===== config.mk =====
export PLATFORM = sky130hd
export DESIGN_NAME = aes_sched
export DESIGN_NICKNAME = d
export VERILOG_FILES = /design/src/rtl/aes_sched.sv
export SDC_FILE = /design/constraint.sdc
export NUM_CORES = 1
export LEC_CHECK = 0
export CAP_MARGIN = 20
export CORE_AREA = 2 2 408 410
export CTS_CLUSTER_SIZE = 8
export DETAILED_ROUTE_END_ITERATION = 6
export DIE_AREA = 0 0 410 412
export PLACE_DENSITY_LB_ADDON = 0.12
export SYNTH_ARGS = -nofsm -noshare
export SYNTH_HDL_FRONTEND = slang
export SYNTH_SLANG_ARGS = --single-unit

===== constraint.sdc =====
create_clock -name clk -period 3.3 [get_ports clk]
set_input_delay 0.33 -clock clk [delete_from_list [all_inputs] [get_ports clk]]
set_output_delay 0.33 -clock clk [all_outputs]
set_load 0.005 [all_outputs]

===== src/rtl/aes_sched.sv =====
// rtl/aes_sched.sv - key owner and round-robin scheduler for a shared AES cipher/inverse-cipher pair
//
// Owns the round key: latches a new key, holds kexp_enable for KEXP_CYCLES,
// then grants the encrypt (port 0) and decrypt (port 1) requesters
// round-robin, with one core operation in flight at a time.
//
// Ports:
//   clk, rst                 clock, synchronous active-high reset
//   key_valid/key_ready      key handshake, key_in is the offered key
//   req0_valid/ready/data    encrypt request (plaintext)
//   req1_valid/ready/data    decrypt request (ciphertext)
//   rsp0_valid/ready         encrypt response handshake
//   rsp1_valid/ready         decrypt response handshake
//   rsp_data, rsp_err        shared response payload; rsp_err flags a core timeout
//   key_out, kexp_enable     registered key and enable to the key expansion
//   enc_enable, dec_enable   one-cycle start pulses to the cores
//   core_data                operand for the started core, held until the next grant
//   enc_done/enc_result      cipher completion pulse and result
//   dec_done/dec_result      inverse-cipher completion pulse and result
//   key_loaded               a key has been expanded since reset
//   busy                     scheduler is anywhere but IDLE
module aes_sched #(
   parameter int KEY_W       = 128,
   parameter int KEXP_CYCLES = 4,
   parameter int TIMEOUT     = 64
) (
   input  logic               clk,
   input  logic               rst,
   input  logic               key_valid,
   output logic               key_ready,
   input  logic [KEY_W-1:0]   key_in,
   input  logic               req0_valid,
   output logic               req0_ready,
   input  logic [127:0]       req0_data,
   input  logic               req1_valid,
   output logic               req1_ready,
   input  logic [127:0]       req1_data,
   output logic               rsp0_valid,
   input  logic               rsp0_ready,
   output logic               rsp1_valid,
   input  logic               rsp1_ready,
   output logic [127:0]       rsp_data,
   output logic               rsp_err,
   output logic [KEY_W-1:0]   key_out,
   output logic               kexp_enable,
   output logic               enc_enable,
   output logic               dec_enable,
   output logic [127:0]       core_data,
   input  logic               enc_done,
   input  logic [127:0]       enc_result,
   input  logic               dec_done,
   input  logic [127:0]       dec_result,
   output logic               key_loaded,
   output logic               busy
);

   localparam int KW = (KEXP_CYCLES > 1) ? $clog2(KEXP_CYCLES) : 1;
   localparam int TW = $clog2(TIMEOUT);

   typedef enum logic [2:0] {NOKEY, KEXP, IDLE, RUN_ENC, RUN_DEC, RESP} state_t;

   state_t          state, state_n;
   logic [KW-1:0]   kcnt;
   logic [TW-1:0]   timer;
   logic            rr_last;   // port granted most recently; the other port wins a tie
   logic            op_dec;    // operation in flight / being returned is a decrypt
   logic            key_hs;
   logic            core_done;
   logic            core_tmo;
   logic [127:0]    core_res;

   always_ff @(posedge clk) begin
      if (rst) state <= NOKEY;
      else     state <= state_n;
   end

   always_comb begin
      state_n     = state;
      key_ready   = 1'b0;
      req0_ready  = 1'b0;
      req1_ready  = 1'b0;
      kexp_enable = 1'b0;
      rsp0_valid  = 1'b0;
      rsp1_valid  = 1'b0;
      key_hs      = 1'b0;
      core_done   = 1'b0;
      core_tmo    = 1'b0;
      core_res    = enc_result;
      case (state)
         NOKEY: begin
            key_ready = 1'b1;
            if (key_valid) begin
               key_hs  = 1'b1;
               state_n = KEXP;
            end
         end
         KEXP: begin
            kexp_enable = 1'b1;
            if (kcnt == '0) state_n = IDLE;
         end
         IDLE: begin
            key_ready = 1'b1;
            // A pending key always beats pending requests.
            if (key_valid) begin
               key_hs  = 1'b1;
               state_n = KEXP;
            end else if (req0_valid && (!req1_valid || rr_last)) begin
               req0_ready = 1'b1;
               state_n    = RUN_ENC;
            end else if (req1_valid) begin
               req1_ready = 1'b1;
               state_n    = RUN_DEC;
            end
         end
         RUN_ENC, RUN_DEC: begin
            // Only the started core's done counts; the other is ignored.
            core_done = (state == RUN_ENC) ? enc_done : dec_done;
            core_res  = (state == RUN_ENC) ? enc_result : dec_result;
            core_tmo  = (timer == TW'(TIMEOUT - 1));
            if (core_done || core_tmo) state_n = RESP;
         end
         RESP: begin
            rsp0_valid = !op_dec;
            rsp1_valid = op_dec;
            if (op_dec ? rsp1_ready : rsp0_ready) state_n = IDLE;
         end
         default: state_n = NOKEY;
      endcase
   end

   always_ff @(posedge clk) begin
      if (rst) begin
         key_out    <= '0;
         kcnt       <= '0;
         key_loaded <= 1'b0;
         rr_last    <= 1'b1;
         op_dec     <= 1'b0;
         core_data  <= '0;
         enc_enable <= 1'b0;
         dec_enable <= 1'b0;
         timer      <= '0;
         rsp_data   <= '0;
         rsp_err    <= 1'b0;
      end else begin
         enc_enable <= 1'b0;
         dec_enable <= 1'b0;
         if (key_hs) begin
            key_out <= key_in;
            kcnt    <= KW'(KEXP_CYCLES - 1);
         end else if (state == KEXP) begin
            if (kcnt == '0) key_loaded <= 1'b1;
            else            kcnt       <= kcnt - 1'b1;
         end
         if (req0_ready) begin
            core_data  <= req0_data;
            rr_last    <= 1'b0;
            op_dec     <= 1'b0;
            enc_enable <= 1'b1;
            timer      <= '0;
         end
         if (req1_ready) begin
            core_data  <= req1_data;
            rr_last    <= 1'b1;
            op_dec     <= 1'b1;
            dec_enable <= 1'b1;
            timer      <= '0;
         end
         if (state == RUN_ENC || state == RUN_DEC) begin
            timer <= timer + 1'b1;
            // A done landing on the timeout cycle still delivers its result.
            if (core_done) begin
               rsp_data <= core_res;
               rsp_err  <= 1'b0;
            end else if (core_tmo) begin
               rsp_data <= '0;
               rsp_err  <= 1'b1;
            end
         end
      end
   end

   assign busy = (state != IDLE);

endmodule

* Word-level counts from Yosys, hierarchy flattened *
Index checks and enable logic that the tools add are counted.
Widths: inputs -> output; s select.

word-level totals
  flip-flop bits (word level) = 401
  input bits = 649
  output and inout port bits = 395

operators by class
  add/subtract/negate cells = 2
  equal/unequal tests = 13
  multiplexer cells = 43
  bitwise gates (word level) = 1
  reductions and logical operators = 19

operators by type and width
  cell                 count
  $mux 128             6
  $mux 1               23
  $mux 3               7
  $mux 6               3
  $pmux 3 s5           1
  $ne 2x2->1 const B   4
  $add 6x1->6 const B  1
  $eq 3x2->1 const B   2
  $eq 3x3->1 const B   2
  $eq 6x6->1 const B   1
  $mux 2               3
  $reduce_bool 2->1    3
  $reduce_or 2->1      3
  $reduce_and 5->1     1
  $ne 4x4->1 const B   1
  $reduce_and 2->1     2
  $eq 3x1->1 const B   1
  $logic_not 3->1      1
  $logic_or 1x1->1     3
  $ne 3x2->1 const B   1
  $reduce_and 3->1     1
  $reduce_bool 3->1    1
  $logic_not 1->1      2
  $logic_not 2->1      1
  4 further kinds      4

* Depth between registers and ports, before layout *
Gate-level depths: netlist of the first run.

  word-level depth = 9
  gate-level depth with buffers = 8
  depth with buffers taken out = 6

* Worst setup path after synthesis of the first run *
OpenSTA, ideal clock, no wires.

  kind = register to register
  start = reg timer[0]
  end = reg rsp_data[46]
  setup time = 115 ps
  arrival = 1742 ps
  path slack = 1443 ps
  cell stages (with the launch flop) = 8
  cell sequence = dfxtp_1 ha_1 nand4_1 o21ai_1 clkbuf_1 clkbuf_1 o32ai_1 and2_1

between the ends
  cells in the longest elaborated chain, start to end = 4

ends and longest elaborated chain
  element                             line  text
  start: declaration                  64    logic [TW-1:0] timer;
  start signal: assignment            169   timer <= timer + 1'b1;
  $eq 6x6->1                          119   core_tmo = (timer == TW'(TIMEOUT - 1));
  $mux 1                              89    case (state)
  $reduce_bool 2->1 (no source line)  --
  $reduce_and 2->1 (no source line)   --
  end signal: assignment              172   rsp_data <= core_res;
  end: declaration                    42    output logic [127:0] rsp_data,

No other way between the ends.
A chain may end at the register's enable or synchronous reset.

* Final worst setup path of the first run *
  start = reg state[0]
  end = out rsp0_valid

between the ends
  cells in the longest elaborated chain, start to end = 2

ends and longest elaborated chain
  element                   line  text
  start: declaration        62    state_t state, state_n;
  start signal: assignment  74    else state <= state_n;
  $eq 3x3->1                89
  $mux 1                    89
  end: declaration          38    output logic rsp0_valid,

No other way between the ends.

==> metrics.md, run 1 <==
| Metric | Value |
|---|---|
| Avg WL per Cell | `22.0 µm` |
| Vias after detailed routing | `18000` |
| Portion of total power attributed to combinational logic | `29.9%` |
| Critical path class | `flop to output pin` |
| Initial antenna violation count | `40` |
| Remaining Overflow, GRT | `0` |
| Power per standard cell area | `~530 mW/mm²` |
| Residual DRC count | `0` |
| Cell Area, Synth | `between 0.015 and 0.02 mm²` |
| Slew at the pin with the worst max-slew slack | `0.842 ns` |
| Via/cell ratio | `approximately 3.5` |
| Final worst clock skew | `0.0388 ns` |
| Result of the run | `completed` |
| Max Cap Violations | `0` |
| Series of cell instances along the critical path | `buf_4, nor4bb_1, buf_4, clkdlybuf4s50_1` |
| Hold buffer count at cts | `0` |
| Count of H-tree levels built during CTS | `2` |
| Routability cong. | `0.776` |
| Met3 usage in global routing | `5.12%` |
| Final wirelength | `113000 µm` |
| Setup repair after global routing missed its margin | `false` |
| TritonCTS buffer count | `60` |
| Clock tree sinks | `401` |
| Static Leakage | `between 10 and 15 nW` |
| Clock transition time at the flip-flop clock pins of the worst setup and hold paths | `0.05 ns` |
| Top-count cell post-synth | `sky130_fd_sc_hd__dfxtp_1` |
| Core Util, Final | `19.4%` |
| Depth of the worst register-to-register path | `6` |
| R2R Path End | `state[1]` |
| Worst hold path startpoint | `key_in[47]` |
| WP data arrival | `2.78 ns` |
| Internal Dissipation | `11.6 mW` |
| Drt pass-1 iters | `5` |
| Setup violators final | `0` |
| Largest area contributor in the netlist | `sky130_fd_sc_hd__dfxtp_1` |
| Grt met1 use | `between 10 and 15%` |
| Crit path required time | `2.97 ns` |
| TritonCTS clock tree | `done` |
| Floorplan die height | `412 µm` |
| Share of flip-flops with an asynchronous set or reset | `0%` |
| Post-synth top area share | `47.9%` |
| Share of the cycle needed by the critical path after routing | `94.2%` |
| Cell types occupying the most area after synthesis | `sky130_fd_sc_hd__dfxtp_1 48%, sky130_fd_sc_hd__nand2_1 7.8%, sky130_fd_sc_hd__mux2i_1 7.8%` |
| Violation count after the first detailed-route iteration | `between 700 and 800` |
| Crit start category | `flop` |
| Overall Power | `around 17 mW` |
| Final worst path period need | `3.11 ns` |
| R2r setup slk | `0.83 ns` |
| Peak supply drop | `0.401 mV` |
| Net switching share of the total power | `31.9%` |
| Layout Nets | `3558` |
| Maximum number of pins on one net before global-route repair | `between 100 and 150` |
| Maximum buffer depth of the clock tree | `3` |
| Leading cell types by count after synthesis | `401 x sky130_fd_sc_hd__dfxtp_1, 347 x sky130_fd_sc_hd__nand2_1, 228 x sky130_fd_sc_hd__a21oi_1` |
| Startpoint of the most critical register-to-register path | `state[0]` |
| Category of cells accounting for the largest share of critical-path delay | `buffers and inverters` |
| DIE AREA | `between 0.15 and 0.2 mm²` |
| Max Fanout on Critical Path | `19` |
| GR Util met2 | `21.4%` |
| Starting utilization of the core area | `between 10% and 20%` |
| Number of global-route vias before repair | `18400` |
| Relative slew slack | `43.1%` |
| Synthesized netlist cell count | `~1900` |
| Post-detailed-placement half-perimeter wirelength | `around 86000 µm` |
| Antenna-violating nets left | `0` |
| Net switching component of the power | `roughly 5.4 mW` |
| Hold Fails Final Rpt | `0` |
| Critical path buffers and inverters | `3` |
| Mapped Avg Cell Area | `roughly 8.8 µm²` |
| Number of pins exceeding their max-slew limit in the final report | `0` |
| Area added between synthesis and finish | `89.7%` |
| Peak Freq | `322 MHz` |
| Post-CTS resize count | `0` |
| First-pass GRT wire length | `~150000 µm` |
| Most repeated library cell on the critical path | `sky130_fd_sc_hd__buf_4` |
| Post-synth EDFFs | `0` |
| Register bit total from synthesis | `401` |
| Depth of the worst hold-timing path | `3` |
| Part of the power in the clock network | `36.0%` |
| Number of warnings reported in the yosys synthesis log | `0` |
| Die span in x | `around 410 µm` |
| Final sum of negative setup slack | `0 ns` |
| Clk_lat worst skew | `0.69 ns` |
| Hold slack final | `0.198 ns` |
| Row count | `around 150` |
| Count of distinct cell types in the synthesized netlist | `44` |
| CORE AREA | `0.164 mm²` |
| Register area share after synthesis | `47.9%` |
| Category of the worst setup path capture point | `output pin` |
| Cell at the slowest stage of the critical path | `sky130_fd_sc_hd__nor4bb_1` |
| Share of post-route cells with drive strength above 1 | `5.23%` |
| Most Used Layer, Global Route | `met2` |
| Peak per-stage delay on the critical path | `0.77 ns` |
| Clock Tree Root | `sky130_fd_sc_hd__clkbuf_16` |
| # port buffers | `1043` |
| Classification of the worst-slack hold path | `input port to flop` |
| End point of the most critical hold path | `key_out[47]` |
| I/O pins | `1044` |
| Sequential share of power | `34.0%` |
| Post-synth top flop | `sky130_fd_sc_hd__dfxtp_1` |
| Mapped Nets | `roughly 2600` |
| Total Routing Usage GR | `12.7%` |
| Post-CTS Setup Repair Bufs | `0` |
metrics by stage:
step | area [µm²] | std cells | setup slack, ns
floorplan | 16800 | 1909 | 1.44
global placement | 30000 | 5034 | 0.649
detailed placement | 30000 | 5034 | 0.664
CTS | 31800 | 5116 | 0.122
global route | 31800 | 5131 | 0.0801
finish | 31800 | 5135 | 0.191
kinds of logic after synthesis:
group / after synthesis / synth area share [%]
flops: 401 / 47.9
mux: 130 / 7.76
compound gates: 550 / 22.4
simple gates: 519 / 14.4
buf+inv: 306 / 7.33
xor+xnor: 1 / 0.0522
fa+ha+maj: 2 / 0.149
layout make-up:
cell class	instances	area, µm²
fillers	18200	132000
repair buffers	1107	11200
flip-flops and latches	401	8030
multi-input cells	1202	7580
well taps	2189	2740
clock buffers	73	1580
inverters	135	510
clock inverters	9	154
diodes	19	47.5
sequential cells by signal (all words and copies together), names as in the netlist:
signal      count
key_out       128
enc_enable      1
kcnt            2
timer           6
core_data     128
op_dec          1
dec_enable      1
rsp_err         1
key_loaded      1
rsp_data      128
state           3
rr_last         1
power groups by stage:
stage | clock network (mW) | logic [mW] | registers (mW)
floorplan | 0 | 1.92 | 5.87
global placement | 0 | 5.25 | 5.88
detailed placement | 0 | 5.23 | 5.89
CTS | 6.50 | 5.26 | 5.79
global route | 6.63 | 5.54 | 5.86
finish | 6.13 | 5.09 | 5.78
placed cells by master, fill, tap and decap left out, types with 3 or more instances in the layout:
cell                              netlist  layout
sky130_fd_sc_hd__o32ai_1              128     128
sky130_fd_sc_hd__and2_1               131     129
sky130_fd_sc_hd__nand2b_1               4       4
sky130_fd_sc_hd__nand3_1                5       5
sky130_fd_sc_hd__buf_12                 0      21
sky130_fd_sc_hd__a41oi_1                3       3
sky130_fd_sc_hd__diode_2                0      19
sky130_fd_sc_hd__nor2_1                 9       9
sky130_fd_sc_hd__o21ai_0                4       4
sky130_fd_sc_hd__a21o_1                44      44
sky130_fd_sc_hd__clkdlybuf4s50_1        0    1042
sky130_fd_sc_hd__nand2_1              347     345
sky130_fd_sc_hd__clkinv_2               0       4
sky130_fd_sc_hd__a22oi_1               86      86
sky130_fd_sc_hd__clkbuf_16              0      60
sky130_fd_sc_hd__clkbuf_1             126      10
sky130_fd_sc_hd__nand4_1                3       3
sky130_fd_sc_hd__dfxtp_1              401     401
sky130_fd_sc_hd__a22o_1                44      44
sky130_fd_sc_hd__a211oi_1               3       3
sky130_fd_sc_hd__clkbuf_8               0       4
sky130_fd_sc_hd__a21oi_1              228     227
sky130_fd_sc_hd__buf_4                  0      43
sky130_fd_sc_hd__inv_1                134     133
sky130_fd_sc_hd__mux2i_1              130     130
worst register-to-register path, delay by kind of cell (launching register included):
family	cells	cell delay, ns
AO/OA/AOI/OAI	1	0.30
flip-flops	1	0.32
buffers and inverters	2	0.50
AND/OR/NAND/NOR	3	1.29
worst max path at each step:
stage	to	from	slack, ns	cells after the start
finish	rsp0_valid	state[0]	0.19	4
CTS	req0_ready	state[2]	0.12	6
detailed placement	core_data[55]	req1_valid	0.66	7
global placement	core_data[9]	req1_valid	0.65	7
global route	req0_ready	state[2]	0.08	6
floorplan	rsp_data[46]	timer[0]	1.44	7
layer usage:
layer,share of wire [%],up-vias
met3,8.9,149
met4,2.8,24
met2,49,657
li1,-,8661
met1,40,8493
met5,0.13,-
No activity file was read; power rests on OpenSTA's default activity.
==> run 2: changes to the inputs <==
RECOVER_POWER = 50   (was default)
==> run 2 against run 1 <==
Clock skew grew 0.0010 ns. Global-route usage is the same. Setup slack gained 0.0020 ns. Wire length is essentially flat. Count of clock-buffer cells in the layout is the same. Total power shrank 1.5%. Critical path type unchanged. Critical endpoint unchanged.
==> metrics.md, run 2 (synthesis gave the netlist of run 1 again) <==
| Metric | Value |
|---|---|
| Share of the cycle needed by the critical path after routing | `94.2% (about the same)` |
| Largest registers | `core_data x128, key_out x128, rsp_data x128` |
| Routability cong. | `0.776 (unchanged)` |
| CP startpoint | `state[0]` |
| Cell at the slowest stage of the critical path | `sky130_fd_sc_hd__nor4bb_1` |
| Final wirelength | `113000 µm (about the same)` |
| Leading cell types in the layout, fill and taps excluded | `669 x sky130_fd_sc_hd__clkdlybuf4s50_1, 401 x sky130_fd_sc_hd__dfxtp_1, 373 x sky130_fd_sc_hd__dlygate4sd3_1, 345 x sky130_fd_sc_hd__nand2_1, 227 x sky130_fd_sc_hd__a21oi_1` |
| Net switching share of the total power | `32.2% (+0.26 points)` |
| Clock transition time at the flip-flop clock pins of the worst setup and hold paths | `0.06 ns (about the same)` |
| Residual DRC count | `0 (unchanged)` |
| Maximum number of pins on one net before global-route repair | `133 (unchanged)` |
| Max Cap Violations | `0 (unchanged)` |
| Crit path required time | `2.97 ns (about the same)` |
| Post-CTS Setup Repair Bufs | `0 (unchanged)` |
| Number of stages on the worst setup path | `4 (unchanged)` |
| Violation count after the first detailed-route iteration | `715 (+1.7%)` |
| Sum of met3 wire segment lengths after detailed routing | `10100 µm (+0.59%)` |
| Fillcell total | `18200 (+0.033%)` |
| First-pass GRT wire length | `152000 µm (unchanged)` |
| Series of cell instances along the critical path | `buf_4, nor4bb_1, buf_4, clkdlybuf4s50_1` |
| Startpoint of the most critical register-to-register path | `state[2]` |
| R2r setup slk | `0.43 ns (-0.40 ns)` |
| Instance area after placement | `0.0300 mm² (unchanged)` |
| Antenna-violating nets left | `0 (unchanged)` |
| Share of post-route cells with drive strength above 1 | `5.16% (-0.068 points)` |
| Post-CTS resize count | `0 (unchanged)` |
| Hold buffer count at cts | `0 (unchanged)` |
| Remaining Overflow, GRT | `0 (unchanged)` |
| Slew at the pin with the worst max-slew slack | `1.34 ns (+0.500 ns)` |
| Final sum of negative setup slack | `0 ns (unchanged)` |
| Category of cells accounting for the largest share of critical-path delay | `buffers and inverters` |
| Total Routing Usage GR | `12.7% (unchanged)` |
| Row count | `149 (unchanged)` |
| Maximum buffer depth of the clock tree | `3 (unchanged)` |
| Depth of the worst register-to-register path | `8 (+2)` |
| Portion of total power attributed to combinational logic | `29.1% (-0.8 points)` |
| Critical path buffers and inverters | `3 (unchanged)` |
| Drt pass-1 iters | `5 (unchanged)` |
| Worst hold path startpoint | `key_in[79]` |
| Critical path class | `flop to output pin` |
| Final Non-Filler Cells | `5135 (unchanged)` |
| Area added between synthesis and finish | `89.3%` |
| Post-placement cell count | `5034 (unchanged)` |
| Post-detailed-placement half-perimeter wirelength | `86200 µm (unchanged)` |
| Peak supply drop | `0.401 mV (about the same)` |
| Clock tree sinks | `401 (unchanged)` |
| Number of pins exceeding their max-slew limit in the final report | `0 (unchanged)` |
| Setup repair after global routing missed its margin | `false` |
| Floorplan die height | `412 µm (unchanged)` |
| Classification of the worst-slack hold path | `input port to flop` |
| Clk_lat worst skew | `0.69 ns (about the same)` |
| Initial antenna violation count | `41 (+2.5%)` |
| Peak Freq | `322 MHz (about the same)` |
| Category of the worst setup path capture point | `output pin` |
| Relative slew slack | `10.5% (-33 points)` |
| I/O pins | `1044 (unchanged)` |
| Power per standard cell area | `527 mW/mm² (-1.3%)` |
| Pre-CTS setup slack | `0.664 ns (unchanged)` |
| Result of the run | `completed` |
| Max Fanout on Critical Path | `19 (unchanged)` |
| Crit start category | `flop` |
| Final worst setup slack | `0.193 ns (+0.00195 ns)` |
| Timing endpoint of the critical path | `rsp0_valid` |
| Final Instance Area | `0.0318 mm² (-0.20%)` |
| Vias after detailed routing | `18000 (-0.11%)` |
| Layout Nets | `3558 (unchanged)` |
| Count of H-tree levels built during CTS | `2 (unchanged)` |
| WP data arrival | `2.78 ns (about the same)` |
| Most repeated library cell on the critical path | `sky130_fd_sc_hd__buf_4` |
| Sequential share of power | `34.4% (+0.4 points)` |
| Wire length on met1 | `44500 µm (-0.39%)` |
| R2R Path End | `core_data[102]` |
| CORE AREA | `0.164 mm² (unchanged)` |
| Die span in x | `410 µm (unchanged)` |
| Most frequent standard cell in the layout excluding fill and tap cells | `sky130_fd_sc_hd__clkdlybuf4s50_1` |
| Clock Tree Root | `sky130_fd_sc_hd__clkbuf_16` |
| Internal Dissipation | `11.4 mW (-1.9%)` |
| Avg WL per Cell | `22.0 µm (about the same)` |
| Part of the power in the clock network | `36.6% (+0.6 points)` |
| # port buffers | `1043 (unchanged)` |
| Static Leakage | `13.1 nW (+9.9%)` |
| Number of global-route vias before repair | `18400 (unchanged)` |
| TritonCTS clock tree | `done` |
| Detail Route met2 WL | `54900 µm (-0.19%)` |
| Hold Fails Final Rpt | `0 (unchanged)` |
| TritonCTS buffer count | `60 (unchanged)` |
| Starting utilization of the core area | `10.2% (unchanged)` |
| Peak per-stage delay on the critical path | `0.77 ns (about the same)` |
| Setup violators final | `0 (unchanged)` |
| Net switching component of the power | `5.39 mW (-0.68%)` |
| Via/cell ratio | `3.50 (-0.11%)` |
| Hold slack final | `0.199 ns (+0.000842 ns)` |
| Highest routed layer | `met5` |
| DIE AREA | `0.169 mm² (unchanged)` |
| Final worst clock skew | `0.0399 ns (+0.00104 ns)` |
| Final worst path period need | `3.11 ns (-0.00195 ns)` |
-- run 2: layout make-up --
cell class                 count  area (µm²)  share of cell area (%)
timing repair buffer        1107       11100                    35.1
sequential                   401        8030                    25.3
multi-input combinational   1202        7560                    23.8
tap                         2189        2740                    8.62
clock buffer                  73        1580                    4.98
inverter                     135         510                    1.61
clock inverter                 9         154                   0.485
antenna                       19        47.5                   0.150
-- run 2: worst reg2reg max path: stages, from the launching register on --
cell                       delay (ns)
sky130_fd_sc_hd__dfxtp_1         0.38
sky130_fd_sc_hd__buf_4           0.20
sky130_fd_sc_hd__nor4b_2         0.27
sky130_fd_sc_hd__buf_4           0.21
sky130_fd_sc_hd__o211a_4         0.17
sky130_fd_sc_hd__clkbuf_4        0.80
sky130_fd_sc_hd__and2_1          0.34
sky130_fd_sc_hd__buf_12          0.26
sky130_fd_sc_hd__a21o_1          0.19
-- run 2: worst min path at each step --
stage                      to  slack, ns  cells after the start
2_1_floorplan  core_data[102]       0.44                      1
3_3_place_gp      key_out[51]       0.44                      2
3_5_place_dp    core_data[97]       0.45                      2
4_1_cts           key_out[46]       0.11                      3
5_1_grt           key_out[51]       0.14                      3
6_report          key_out[79]       0.20                      3
-- run 2: metrics by stage --
step | total power [mW] | utilization, %
4_1_cts | 17.6 | 19.3
3_3_place_gp | 11.1 | 18.3
5_1_grt | 17.8 | 19.3
2_1_floorplan | 7.78 | -
3_5_place_dp | 11.1 | 18.3
6_report | 16.7 | 19.3
-- run 2: metal layers --
metal / vias up / track usage, %
li1: 8655 / -
met1: 8468 / 14.3
met2: 665 / 21.4
met3: 153 / 5.12
met4: 24 / 4.77
met5: - / 0
-- run 2: power groups by stage --
| stage | combinational (mW) | clock, mW | sequential (mW) |
|---|---|---|---|
| 4_1_cts | 5.26 | 6.50 | 5.79 |
| 3_3_place_gp | 5.25 | 0 | 5.88 |
| 5_1_grt | 5.32 | 6.63 | 5.84 |
| 2_1_floorplan | 1.92 | 0 | 5.87 |
| 6_report | 4.87 | 6.12 | 5.76 |
| 3_5_place_dp | 5.23 | 0 | 5.89 |
==> run 3: changes to the inputs <==
GPL_TIMING_DRIVEN = 0   (was default)
==> run 3 against run 2 <==
The run now ends with capacitance limit, slew limit left. First-iteration DRC count rose by 12%. Register-to-register slack got worse by 0.37 ns. Critical endpoint is now rsp_data[50]. Final cell count rose by 2.0%. Largest cell class unchanged. Die area did not move. Utilization rose by 0.086 points. Setup slack got worse by 0.13 ns.
==> metrics.md, run 3 (synthesis gave the netlist of run 1 again) <==
| Metric | Value |
|---|---|
| Result of the run | `finished with violations` |
| Violated checks | `capacitance limit, slew limit` |
| Post-CTS Setup Repair Bufs | `0 (unchanged)` |
| Clk_lat worst skew | `0.69 ns (about the same)` |
| Via/cell ratio | `3.49 (-0.20%)` |
| Crit start category | `flop` |
| Initial antenna violation count | `35 (-15%)` |
| Area added between synthesis and finish | `90.2%` |
| Critical path class | `flop to flop` |
| Final worst clock skew | `0.0279 ns (-0.0120 ns)` |
| Maximum buffer depth of the clock tree | `3 (unchanged)` |
| Total Routing Usage GR | `13.5% (+0.86 points)` |
| Timing endpoint of the critical path | `rsp_data[50]` |
| Power per standard cell area | `535 mW/mm² (+1.5%)` |
| Vias after detailed routing | `18300 (+1.8%)` |
| Share of the cycle needed by the critical path after routing | `98.2% (+4.0 points)` |
| Post-detailed-placement half-perimeter wirelength | `98600 µm (+14%)` |
| WP data arrival | `3.80 ns (+1.02 ns)` |
| Final worst path period need | `3.24 ns (+0.132 ns)` |
| TritonCTS clock tree | `done` |
| Depth of the worst register-to-register path | `7 (-1)` |
| Violation count after the first detailed-route iteration | `800 (+12%)` |
| Setup repair after global routing missed its margin | `false` |
| Routability cong. | `0.774 (-0.18%)` |
| DIE AREA | `0.169 mm² (unchanged)` |
| Crit path required time | `3.86 ns (+0.89 ns)` |
| Hold slack final | `0.192 ns (-0.00705 ns)` |
| Final wirelength | `120000 µm (+6.4%)` |
| Max Cap Violations | `1 (+1)` |
| TritonCTS buffer count | `61 (+1.7%)` |
| Setup violators final | `0 (unchanged)` |
| Largest registers | `core_data x128, key_out x128, rsp_data x128` |
| Die span in x | `410 µm (unchanged)` |
| Row count | `149 (unchanged)` |
| Starting utilization of the core area | `10.2% (unchanged)` |
| Count of H-tree levels built during CTS | `2 (unchanged)` |
| Core Util, Final | `19.4% (+0.086 points)` |
| Hold Fails Final Rpt | `0 (unchanged)` |
| R2r setup slk | `0.06 ns (-0.37 ns)` |
| Drt pass-1 iters | `5 (unchanged)` |
| CORE AREA | `0.164 mm² (unchanged)` |
| # port buffers | `1042 (-0.096%)` |
| First-pass GRT wire length | `160000 µm (+5.2%)` |
| Clock transition time at the flip-flop clock pins of the worst setup and hold paths | `0.05 ns (about the same)` |
| Share of post-route cells with drive strength above 1 | `4.27% (-0.88 points)` |
| Slew at the pin with the worst max-slew slack | `1.51 ns (+0.163 ns)` |
| Pre-CTS setup slack | `-0.680 ns (-1.34 ns)` |
| CP startpoint | `state[1]` |
| Startpoint of the most critical register-to-register path | `state[1]` |
| Residual DRC count | `0 (unchanged)` |
| Max Fanout on Critical Path | `10 (-9)` |
| Layout Nets | `3667 (+3.1%)` |
| Remaining Overflow, GRT | `0 (unchanged)` |
| Relative slew slack | `-1.18% (-12 points)` |
| Floorplan die height | `412 µm (unchanged)` |
| Number of global-route vias before repair | `19000 (+3.4%)` |
| Peak Freq | `309 MHz (-4.1%)` |
| Category of the worst setup path capture point | `flop` |
| Maximum number of pins on one net before global-route repair | `18 (-86%)` |
| Leading cell types in the layout, fill and taps excluded | `657 x sky130_fd_sc_hd__clkdlybuf4s50_1, 401 x sky130_fd_sc_hd__dfxtp_1, 384 x sky130_fd_sc_hd__dlygate4sd3_1, 347 x sky130_fd_sc_hd__nand2_1, 228 x sky130_fd_sc_hd__a21oi_1` |
| Peak supply drop | `0.415 mV (+3.5%)` |
| Number of pins exceeding their max-slew limit in the final report | `10 (+10)` |
| I/O pins | `1044 (unchanged)` |
| Classification of the worst-slack hold path | `input port to flop` |
| Most frequent standard cell in the layout excluding fill and tap cells | `sky130_fd_sc_hd__clkdlybuf4s50_1` |
| Antenna-violating nets left | `0 (unchanged)` |
| Static Leakage | `13.1 nW (+0.42%)` |
| Avg WL per Cell | `22.9 µm (+4.3%)` |
| Final worst setup slack | `0.0606 ns (-0.132 ns)` |
| Clock Tree Root | `sky130_fd_sc_hd__clkbuf_16` |
| R2R Path End | `rsp_data[50]` |
| Clock tree sinks | `401 (unchanged)` |
-- run 3: layout make-up --
type	count	area (µm²)
multi-input combinational	1202	7530
antenna	8	20.0
sequential	401	8030
timing repair buffer	1047	10500
clock inverter	9	226
clock buffer	79	1630
inverter	135	509
fill	18300	132000
buffer	168	717
tap	2189	2740
-- run 3: repair_timing --
| action | in CTS | in global routing |
|---|---|---|
| gates resized for setup | 7 | 4 |
| pin swaps | 0 | 0 |
| hold buffers | 0 | 0 |
| endpoints found under the hold margin | 0 | 0 |
| endpoints found under the setup margin | 93 | 4 |
-- run 3: how the worst min path moves through the flow --
stage | startpoint | end | slack [ns] | cells past startpoint
after floorplan | req1_data[102] | core_data[102] | 0.44 | 1
after global placement | key_out[46] | key_out[46] | 0.44 | 2
after detailed placement | key_out[88] | key_out[88] | 0.45 | 2
after CTS | key_in[16] | key_out[16] | 0.11 | 3
after global routing | key_in[40] | key_out[40] | 0.15 | 3
final | key_in[32] | key_out[32] | 0.19 | 3
-- run 3: report_power, final --
group | internal (mW) | switching (mW)
Combinational | 2.36 | 2.56
Clock | 3.80 | 2.59
Sequential | 5.44 | 0.322
-- run 3: metal layers --
metal,GRT usage [%],share of wire (%),up-vias
li1,-,-,8867
met2,23.9,50,690
met3,5.06,8.4,166
met1,14.9,39,8547
met5,0,0.095,-
met4,4.65,3.2,18
-- run 3: through the flow --
stage / total power [mW] / instance area (µm²) / std cells / setup TNS [ns]
6_report: 17.1 / 31900 / 5238 / 0
5_1_grt: 18.1 / 31900 / 5236 / 0
4_1_cts: 17.9 / 31900 / 5230 / 0
3_5_place_dp: 11.1 / 30000 / 5145 / -20.72
3_3_place_gp: 11.1 / 29900 / 5140 / -20.89
2_1_floorplan: 7.78 / 16800 / 1909 / 0
-- run 3: critical path: stages, from the launching register on --
cell	delay [ns]
sky130_fd_sc_hd__dfxtp_1	0.33
sky130_fd_sc_hd__buf_2	0.20
sky130_fd_sc_hd__or3b_2	0.45
sky130_fd_sc_hd__buf_2	0.45
sky130_fd_sc_hd__buf_2	0.51
sky130_fd_sc_hd__mux2i_1	0.79
sky130_fd_sc_hd__o32ai_1	0.18
sky130_fd_sc_hd__and2_1	0.21
